$ cat src/rtl/branch_resolve_queue_if.sv
// Fetch/execute/predictor signal bundle for the branch resolve queue.
// The slave modport belongs to the queue; the master modport belongs to its environment.
interface branch_resolve_queue_if #(
  parameter int DATA_WIDTH = 32,
  parameter int PTR_WIDTH  = 2
);
  logic                  alloc_valid;
  logic [DATA_WIDTH-1:0] alloc_pc;
  logic                  alloc_pred;
  logic [DATA_WIDTH-1:0] alloc_target;
  logic                  alloc_ready;
  logic                  resolve_valid;
  logic                  resolve_taken;
  logic [DATA_WIDTH-1:0] resolve_target;
  logic                  flush;
  logic                  update;
  logic                  actually_taken;
  logic [DATA_WIDTH-1:0] resolved_pc;
  logic                  mispredict;
  logic [DATA_WIDTH-1:0] redirect_pc;
  logic [PTR_WIDTH:0]    count;

  modport master (
    output alloc_valid, alloc_pc, alloc_pred, alloc_target,
    output resolve_valid, resolve_taken, resolve_target, flush,
    input  alloc_ready, update, actually_taken, resolved_pc,
    input  mispredict, redirect_pc, count
  );

  modport slave (
    input  alloc_valid, alloc_pc, alloc_pred, alloc_target,
    input  resolve_valid, resolve_taken, resolve_target, flush,
    output alloc_ready, update, actually_taken, resolved_pc,
    output mispredict, redirect_pc, count
  );
endinterface

$ cat src/rtl/branch_resolve_queue.sv
// In-order queue of predicted branches: fetch allocates, execute resolves the oldest,
// the result feeds the predictor update and a registered mispredict/redirect.
module branch_resolve_queue #(
  parameter int DATA_WIDTH = 32,
  parameter int DEPTH      = 4,
  parameter int PTR_WIDTH  = 2
) (
  input logic                    clk,
  input logic                    rstn,
  branch_resolve_queue_if.slave  bus
);

  function automatic logic is_mispredict(input logic pred, input logic taken,
                                         input logic [DATA_WIDTH-1:0] pred_tgt,
                                         input logic [DATA_WIDTH-1:0] act_tgt);
    return (pred != taken) || (taken && (pred_tgt != act_tgt));
  endfunction

  function automatic logic [DATA_WIDTH-1:0] correct_pc(input logic taken,
                                                       input logic [DATA_WIDTH-1:0] act_tgt,
                                                       input logic [DATA_WIDTH-1:0] pc);
    return taken ? act_tgt : pc + DATA_WIDTH'(4);
  endfunction

  logic [DATA_WIDTH-1:0] pc_mem   [DEPTH];
  logic                  pred_mem [DEPTH];
  logic [DATA_WIDTH-1:0] tgt_mem  [DEPTH];

  logic [PTR_WIDTH-1:0]  head_q, tail_q;
  logic [PTR_WIDTH:0]    count_q, count_nxt;

  logic                  alloc_ready_p0, res_fire_p0, mis_p0, enq_fire_p0;
  logic [DATA_WIDTH-1:0] head_pc_p0;

  logic                  update_p1, mispredict_p1, taken_p1;
  logic [DATA_WIDTH-1:0] resolved_pc_p1, redirect_pc_p1;

  // Stage p0: decide this cycle's resolve/enqueue against the current head entry
  assign head_pc_p0     = pc_mem[head_q];
  assign alloc_ready_p0 = (count_q != (PTR_WIDTH+1)'(DEPTH));
  assign res_fire_p0    = bus.resolve_valid && (count_q != '0) && !bus.flush;
  assign mis_p0         = res_fire_p0 && is_mispredict(pred_mem[head_q], bus.resolve_taken,
                                                       tgt_mem[head_q], bus.resolve_target);
  // An alloc alongside a mispredict is on the wrong path and is dropped
  assign enq_fire_p0    = bus.alloc_valid && alloc_ready_p0 && !bus.flush && !mis_p0;

  always_comb begin
    count_nxt = count_q;
    case ({enq_fire_p0, res_fire_p0})
      2'b10:   count_nxt = count_q + (PTR_WIDTH+1)'(1);
      2'b01:   count_nxt = count_q - (PTR_WIDTH+1)'(1);
      default: count_nxt = count_q;
    endcase
  end

  always_ff @(posedge clk) begin
    if (enq_fire_p0) begin
      pc_mem[tail_q]   <= bus.alloc_pc;
      pred_mem[tail_q] <= bus.alloc_pred;
      tgt_mem[tail_q]  <= bus.alloc_target;
    end
  end

  always_ff @(posedge clk or negedge rstn) begin
    if (!rstn) begin
      head_q  <= '0;
      tail_q  <= '0;
      count_q <= '0;
    end else if (bus.flush || mis_p0) begin
      head_q  <= '0;
      tail_q  <= '0;
      count_q <= '0;
    end else begin
      if (res_fire_p0) head_q <= head_q + PTR_WIDTH'(1);
      if (enq_fire_p0) tail_q <= tail_q + PTR_WIDTH'(1);
      count_q <= count_nxt;
    end
  end

  // Stage p1: registered predictor update and redirect
  always_ff @(posedge clk or negedge rstn) begin
    if (!rstn) begin
      update_p1      <= 1'b0;
      mispredict_p1  <= 1'b0;
      taken_p1       <= 1'b0;
      resolved_pc_p1 <= '0;
      redirect_pc_p1 <= '0;
    end else begin
      update_p1     <= res_fire_p0;
      mispredict_p1 <= mis_p0;
      if (res_fire_p0) begin
        taken_p1       <= bus.resolve_taken;
        resolved_pc_p1 <= head_pc_p0;
      end
      if (mis_p0)
        redirect_pc_p1 <= correct_pc(bus.resolve_taken, bus.resolve_target, head_pc_p0);
    end
  end

  assign bus.alloc_ready    = alloc_ready_p0;
  assign bus.count          = count_q;
  assign bus.update         = update_p1;
  assign bus.mispredict     = mispredict_p1;
  assign bus.actually_taken = taken_p1;
  assign bus.resolved_pc    = resolved_pc_p1;
  assign bus.redirect_pc    = redirect_pc_p1;

endmodule

$ cat src/flat_wrapper.sv
// flat-port wrapper written by rule: the top's interface ports become plain ports
module branch_resolve_queue_flat 
#(
  parameter int DATA_WIDTH = 32,
  parameter int DEPTH      = 4,
  parameter int PTR_WIDTH  = 2
)
  (clk, rstn, bus_alloc_valid, bus_alloc_pc, bus_alloc_pred, bus_alloc_target, bus_resolve_valid, bus_resolve_taken, bus_resolve_target, bus_flush, bus_alloc_ready, bus_update, bus_actually_taken, bus_resolved_pc, bus_mispredict, bus_redirect_pc, bus_count);
  branch_resolve_queue_if #(.DATA_WIDTH(DATA_WIDTH), .PTR_WIDTH(PTR_WIDTH)) bus_i ();
  input logic clk;
  input logic rstn;
  input wire logic [$bits(bus_i.alloc_valid)-1:0] bus_alloc_valid;
  input wire logic [$bits(bus_i.alloc_pc)-1:0] bus_alloc_pc;
  input wire logic [$bits(bus_i.alloc_pred)-1:0] bus_alloc_pred;
  input wire logic [$bits(bus_i.alloc_target)-1:0] bus_alloc_target;
  input wire logic [$bits(bus_i.resolve_valid)-1:0] bus_resolve_valid;
  input wire logic [$bits(bus_i.resolve_taken)-1:0] bus_resolve_taken;
  input wire logic [$bits(bus_i.resolve_target)-1:0] bus_resolve_target;
  input wire logic [$bits(bus_i.flush)-1:0] bus_flush;
  output wire logic [$bits(bus_i.alloc_ready)-1:0] bus_alloc_ready;
  output wire logic [$bits(bus_i.update)-1:0] bus_update;
  output wire logic [$bits(bus_i.actually_taken)-1:0] bus_actually_taken;
  output wire logic [$bits(bus_i.resolved_pc)-1:0] bus_resolved_pc;
  output wire logic [$bits(bus_i.mispredict)-1:0] bus_mispredict;
  output wire logic [$bits(bus_i.redirect_pc)-1:0] bus_redirect_pc;
  output wire logic [$bits(bus_i.count)-1:0] bus_count;
  assign bus_i.alloc_valid = bus_alloc_valid;
  assign bus_i.alloc_pc = bus_alloc_pc;
  assign bus_i.alloc_pred = bus_alloc_pred;
  assign bus_i.alloc_target = bus_alloc_target;
  assign bus_i.resolve_valid = bus_resolve_valid;
  assign bus_i.resolve_taken = bus_resolve_taken;
  assign bus_i.resolve_target = bus_resolve_target;
  assign bus_i.flush = bus_flush;
  assign bus_alloc_ready = bus_i.alloc_ready;
  assign bus_update = bus_i.update;
  assign bus_actually_taken = bus_i.actually_taken;
  assign bus_resolved_pc = bus_i.resolved_pc;
  assign bus_mispredict = bus_i.mispredict;
  assign bus_redirect_pc = bus_i.redirect_pc;
  assign bus_count = bus_i.count;
  branch_resolve_queue #(.DATA_WIDTH(DATA_WIDTH), .DEPTH(DEPTH), .PTR_WIDTH(PTR_WIDTH)) u_core (.clk(clk), .rstn(rstn), .bus(bus_i));
endmodule
$ cat config.mk
export PLATFORM = sky130hd
export DESIGN_NAME = branch_resolve_queue_flat
export DESIGN_NICKNAME = d
export VERILOG_FILES = /design/src/rtl/branch_resolve_queue_if.sv /design/src/rtl/branch_resolve_queue.sv /design/src/flat_wrapper.sv
export SDC_FILE = /design/constraint.sdc
export NUM_CORES = 1
export LEC_CHECK = 0
export CORE_MARGIN = 1.5
export CORE_UTILIZATION = 56
export DETAILED_ROUTE_END_ITERATION = 8
export GPL_ROUTABILITY_DRIVEN = 0
export PLACE_DENSITY = 0.89
export SLEW_MARGIN = 10
export SYNTH_ARGS = -nofsm -noshare
export SYNTH_HDL_FRONTEND = slang
export SYNTH_SLANG_ARGS = --single-unit
export TNS_END_PERCENT = 10
$ cat constraint.sdc
create_clock -name clk -period 5.4 [get_ports clk]
set_input_delay 1.08 -clock clk [delete_from_list [all_inputs] [get_ports clk]]
set_output_delay 1.08 -clock clk [all_outputs]
set_load 0.02 [all_outputs]
==> out/summary.txt <==
Status - finished, final reports clean
Mapped Area - 13,900 um^2
Slowest stage delay, CP - 1.06 ns
Main synth FF type - edfxtp_1
Area grow syn2layout - 22.6%
Cells on worst reg2reg path - 8
Vias - 7,686
Post-DRT Antenna Nets - 0
Die width - 161 um
Synth area leader - edfxtp_1
Crit Reg-Reg Endpoint - u_core.pc_mem[0][18]$_DFFE_PP_
Routed wire length - 32.2 mm
Synth top area cells - edfxtp_1 (56%), dfrtp_1 (13%), mux4_2 (7.6%), mux2_2 (3.5%), xnor2_1 (3.5%)
Layout cell share with drive strength beyond 1 - 19.6%
N_diodes - 0
Critical path fanouts, max - 45
Initial antenna violation count - 2
MaxCap Viol Count - 0
H-tree Lvls - 2
Global-route wire length before repair - 48.5 mm
Critical Path RT - 5.58 ns
Setup Skew - 0.0180 ns
Period minus WS final - 4.41 ns
Highest Clock Rate - 0.227 GHz
Fillers - 1,439
Total Routing Usage GR - 25.6%
Number of synthesized register bits - 334
Post-synthesis sequential area ratio - 69.5%
Final Hold Fails - 0
Pleak - 5.92 nW
# IOs - 174
Root buffer selected by CTS - clkbuf_16
Clock transition at path regs - 0.06 ns
Power Density - 490 nW/um^2
Post-synth EDFFs - 260
WL per Instance - 25.2 um
CP arrival - 4.59 ns
Register area - 9660 um^2
Nets - 1,042
Multi-input gate area - 3920 um^2
Min-delay worst type - register to register
Finished layout cell area - 17,100 um^2
Total global routing overflow - 0
Period utilisation layout - 81.6%
Largest net degree at the start of global routing - 75
Clock Path Buffers - 3
Worst slew margin - 28.2%
Clk sinks - 334
Worst skew pair latency - 0.51 ns
WHS Path Cells - 1
Critical Path Slowest Stage Cell - dfrtp_2
Vias in the first global route - 7,980
Max VDD drop - 0.000378 V
DRT iter0 DRCs - 777
Final setup TNS - 0 ns
Crit path cell chain - mux4_2 -> o311ai_0 -> a211o_1 -> nor4b_2 -> nand4_1 -> o211ai_4 -> and4b_2 -> buf_12
Vias per cell - 6.01
Placed Area - 15,900 um^2
Count of final setup violators - 0
Synth warn - 0
TritonCTS Buffers - 35
Post-DP HPWL - 21.4 mm
FF-to-FF Start - u_core.head_q[1]$_DFFE_PN0P_
Hold worst-path end - u_core.bus.redirect_pc[23]$_DFFE_PN0P_
Slew @ Worst Pin - 1.08 ns
Yosys cell types - 52
Postcts setup bufs - 0
Number of I/O port buffers - 173
Syn avg cell area - 18.7 um^2
R2R Setup Slk - 0.99 ns
RSZ-0062 raised after global routing - false
DRT Pass-1 Iters - 5
Area of the die - 25,800 um^2
Initial Util - 57.2%
Worst hold start - u_core.bus.redirect_pc[23]$_DFFE_PN0P_
CTS tree - done
Site Rows - 57
Mapped Nets - 852
CP Capture Type - register
Core box area - 24,300 um^2
Post-CTS sizing - 0
CP Class - register to register
Yosys top cell area share - 56.2%
Cell count after synthesis - 743
DRC violations left - 0
Die Height - 161 um
Startpoint Class - register
Cts hold-fix bufs - 0
FFs w/ async S/R, synth - 22.2%
Final Max Slew Viols - 0
-- cell usage after synthesis, types with 3 or more instances --
library cell / n
a21oi_1: 4
and3_1: 4
and3b_1: 6
and4_1: 3
and4b_1: 4
buf_12: 4
buf_4: 3
buf_6: 7
clkbuf_1: 15
dfrtp_1: 74
edfxtp_1: 260
ha_1: 5
inv_1: 16
mux2_1: 3
mux2_2: 43
mux2_4: 21
mux2i_1: 11
mux4_1: 14
mux4_2: 47
nand2_1: 33
nand3_1: 11
nand4_1: 7
nor2_1: 15
nor2b_1: 3
nor3_1: 7
nor4_1: 3
o21ai_0: 24
xnor2_1: 55
xor2_1: 9
-- power breakdown --
group | internal (mW) | switching [mW] | leakage (nW) | total [mW]
Combinational | 1.31 | 1.25 | 2.12 | 2.56
Sequential | 3.19 | 0.245 | 3.25 | 3.44
Clock | 1.42 | 0.936 | 0.547 | 2.36
-- flip-flops by register name, indices dropped and copies added (netlist names) --
name                       count
u_core.bus.update              1
u_core.bus.redirect_pc        32
u_core.bus.resolved_pc        32
u_core.pred_mem                4
u_core.bus.mispredict          1
u_core.bus.actually_taken      1
u_core.bus.count               3
u_core.pc_mem                128
u_core.tail_q                  2
u_core.head_q                  2
u_core.tgt_mem               128
-- cells in the final DEF (no fill, tap or decap), drive strengths merged, types with 5 or more instances in the layout --
cell and instances:
buf 15, xor2 9, clkbuf 49, nor2 15
mux2i 11, mux2 67, dfrtp 74, mux4 61
ha 5, nand2 33, nor3 9, xnor2 55
clkdlybuf4s50 171, edfxtp 260, nand4 9, inv 17
clkinv 6, nand3 11, o21ai 26, and3b 6
-- critical path, delay by kind of cell (launching register included) --
family          cells  cell delay [ns]
compound gates      3             0.85
buf+inv             1             0.35
flops               1             1.06
mux                 1             0.47
simple gates        3             1.25
-- area by class of cell --
type                            instances  share of cell area, %
Clock buffer                           49                   5.81
Clock inverter                         10                  0.748
Inverter                               16                  0.352
Multi-Input combinational cell        360                   23.0
Sequential cell                       334                   56.7
Tap cell                              324                   2.38
Timing Repair Buffer                  186                   11.0
-- stage by stage --
| stage | power (mW) | util, % | hold WS (ns) | cells | worst slack [ns] |
|---|---|---|---|---|---|
| after global routing | 8.65 | 70.1 | 0.528 | 1279 | 0.840 |
| after detailed placement | 6.03 | 65.5 | 0.491 | 1220 | 0.920 |
| final | 8.35 | 70.1 | 0.497 | 1279 | 0.992 |
| after floorplan | 5.05 | - | 0.608 | 743 | 0.775 |
| after CTS | 8.39 | 70.1 | 0.505 | 1279 | 1.05 |
| after global placement | 5.96 | 65.5 | 0.489 | 1220 | 1.02 |
-- cells by family after synthesis --
family                     share of synthesized area (%)
xor gates and xnor gates                            4.03
AOI/OAI and AO/OA                                   1.93
buffers and inverters                               2.43
DFF                                                 69.5
muxes                                               17.0
and+or+nand+nor                                     4.50
adders and majority gates                          0.594
-- worst max-delay path by stage --
stage	start	end	cells after the start
floorplan	bus_resolve_taken	u_core.pc_mem[2][0]$_DFFE_PP_	8
global placement	bus_resolve_target[23]	u_core.tgt_mem[0][17]$_DFFE_PP_	9
detailed placement	bus_resolve_target[23]	u_core.pc_mem[1][20]$_DFFE_PP_	9
CTS	u_core.head_q[1]$_DFFE_PN0P_	u_core.pc_mem[0][0]$_DFFE_PP_	9
global route	u_core.head_q[1]$_DFFE_PN0P_	u_core.tgt_mem[0][25]$_DFFE_PP_	9
finish	u_core.head_q[1]$_DFFE_PN0P_	u_core.pc_mem[0][18]$_DFFE_PP_	8
-- per-layer routing --
| layer | routed length, um | vias up | GRT usage (%) |
|---|---|---|---|
| met5 | 22 | - | 0 |
| met4 | 1560 | 4 | 12.8 |
| met1 | 12700 | 3910 | 34.6 |
| met2 | 15400 | 390 | 39.5 |
| met3 | 2490 | 94 | 5.81 |
| li1 | - | 3288 | - |
Power figures use the tool's default switching activity.
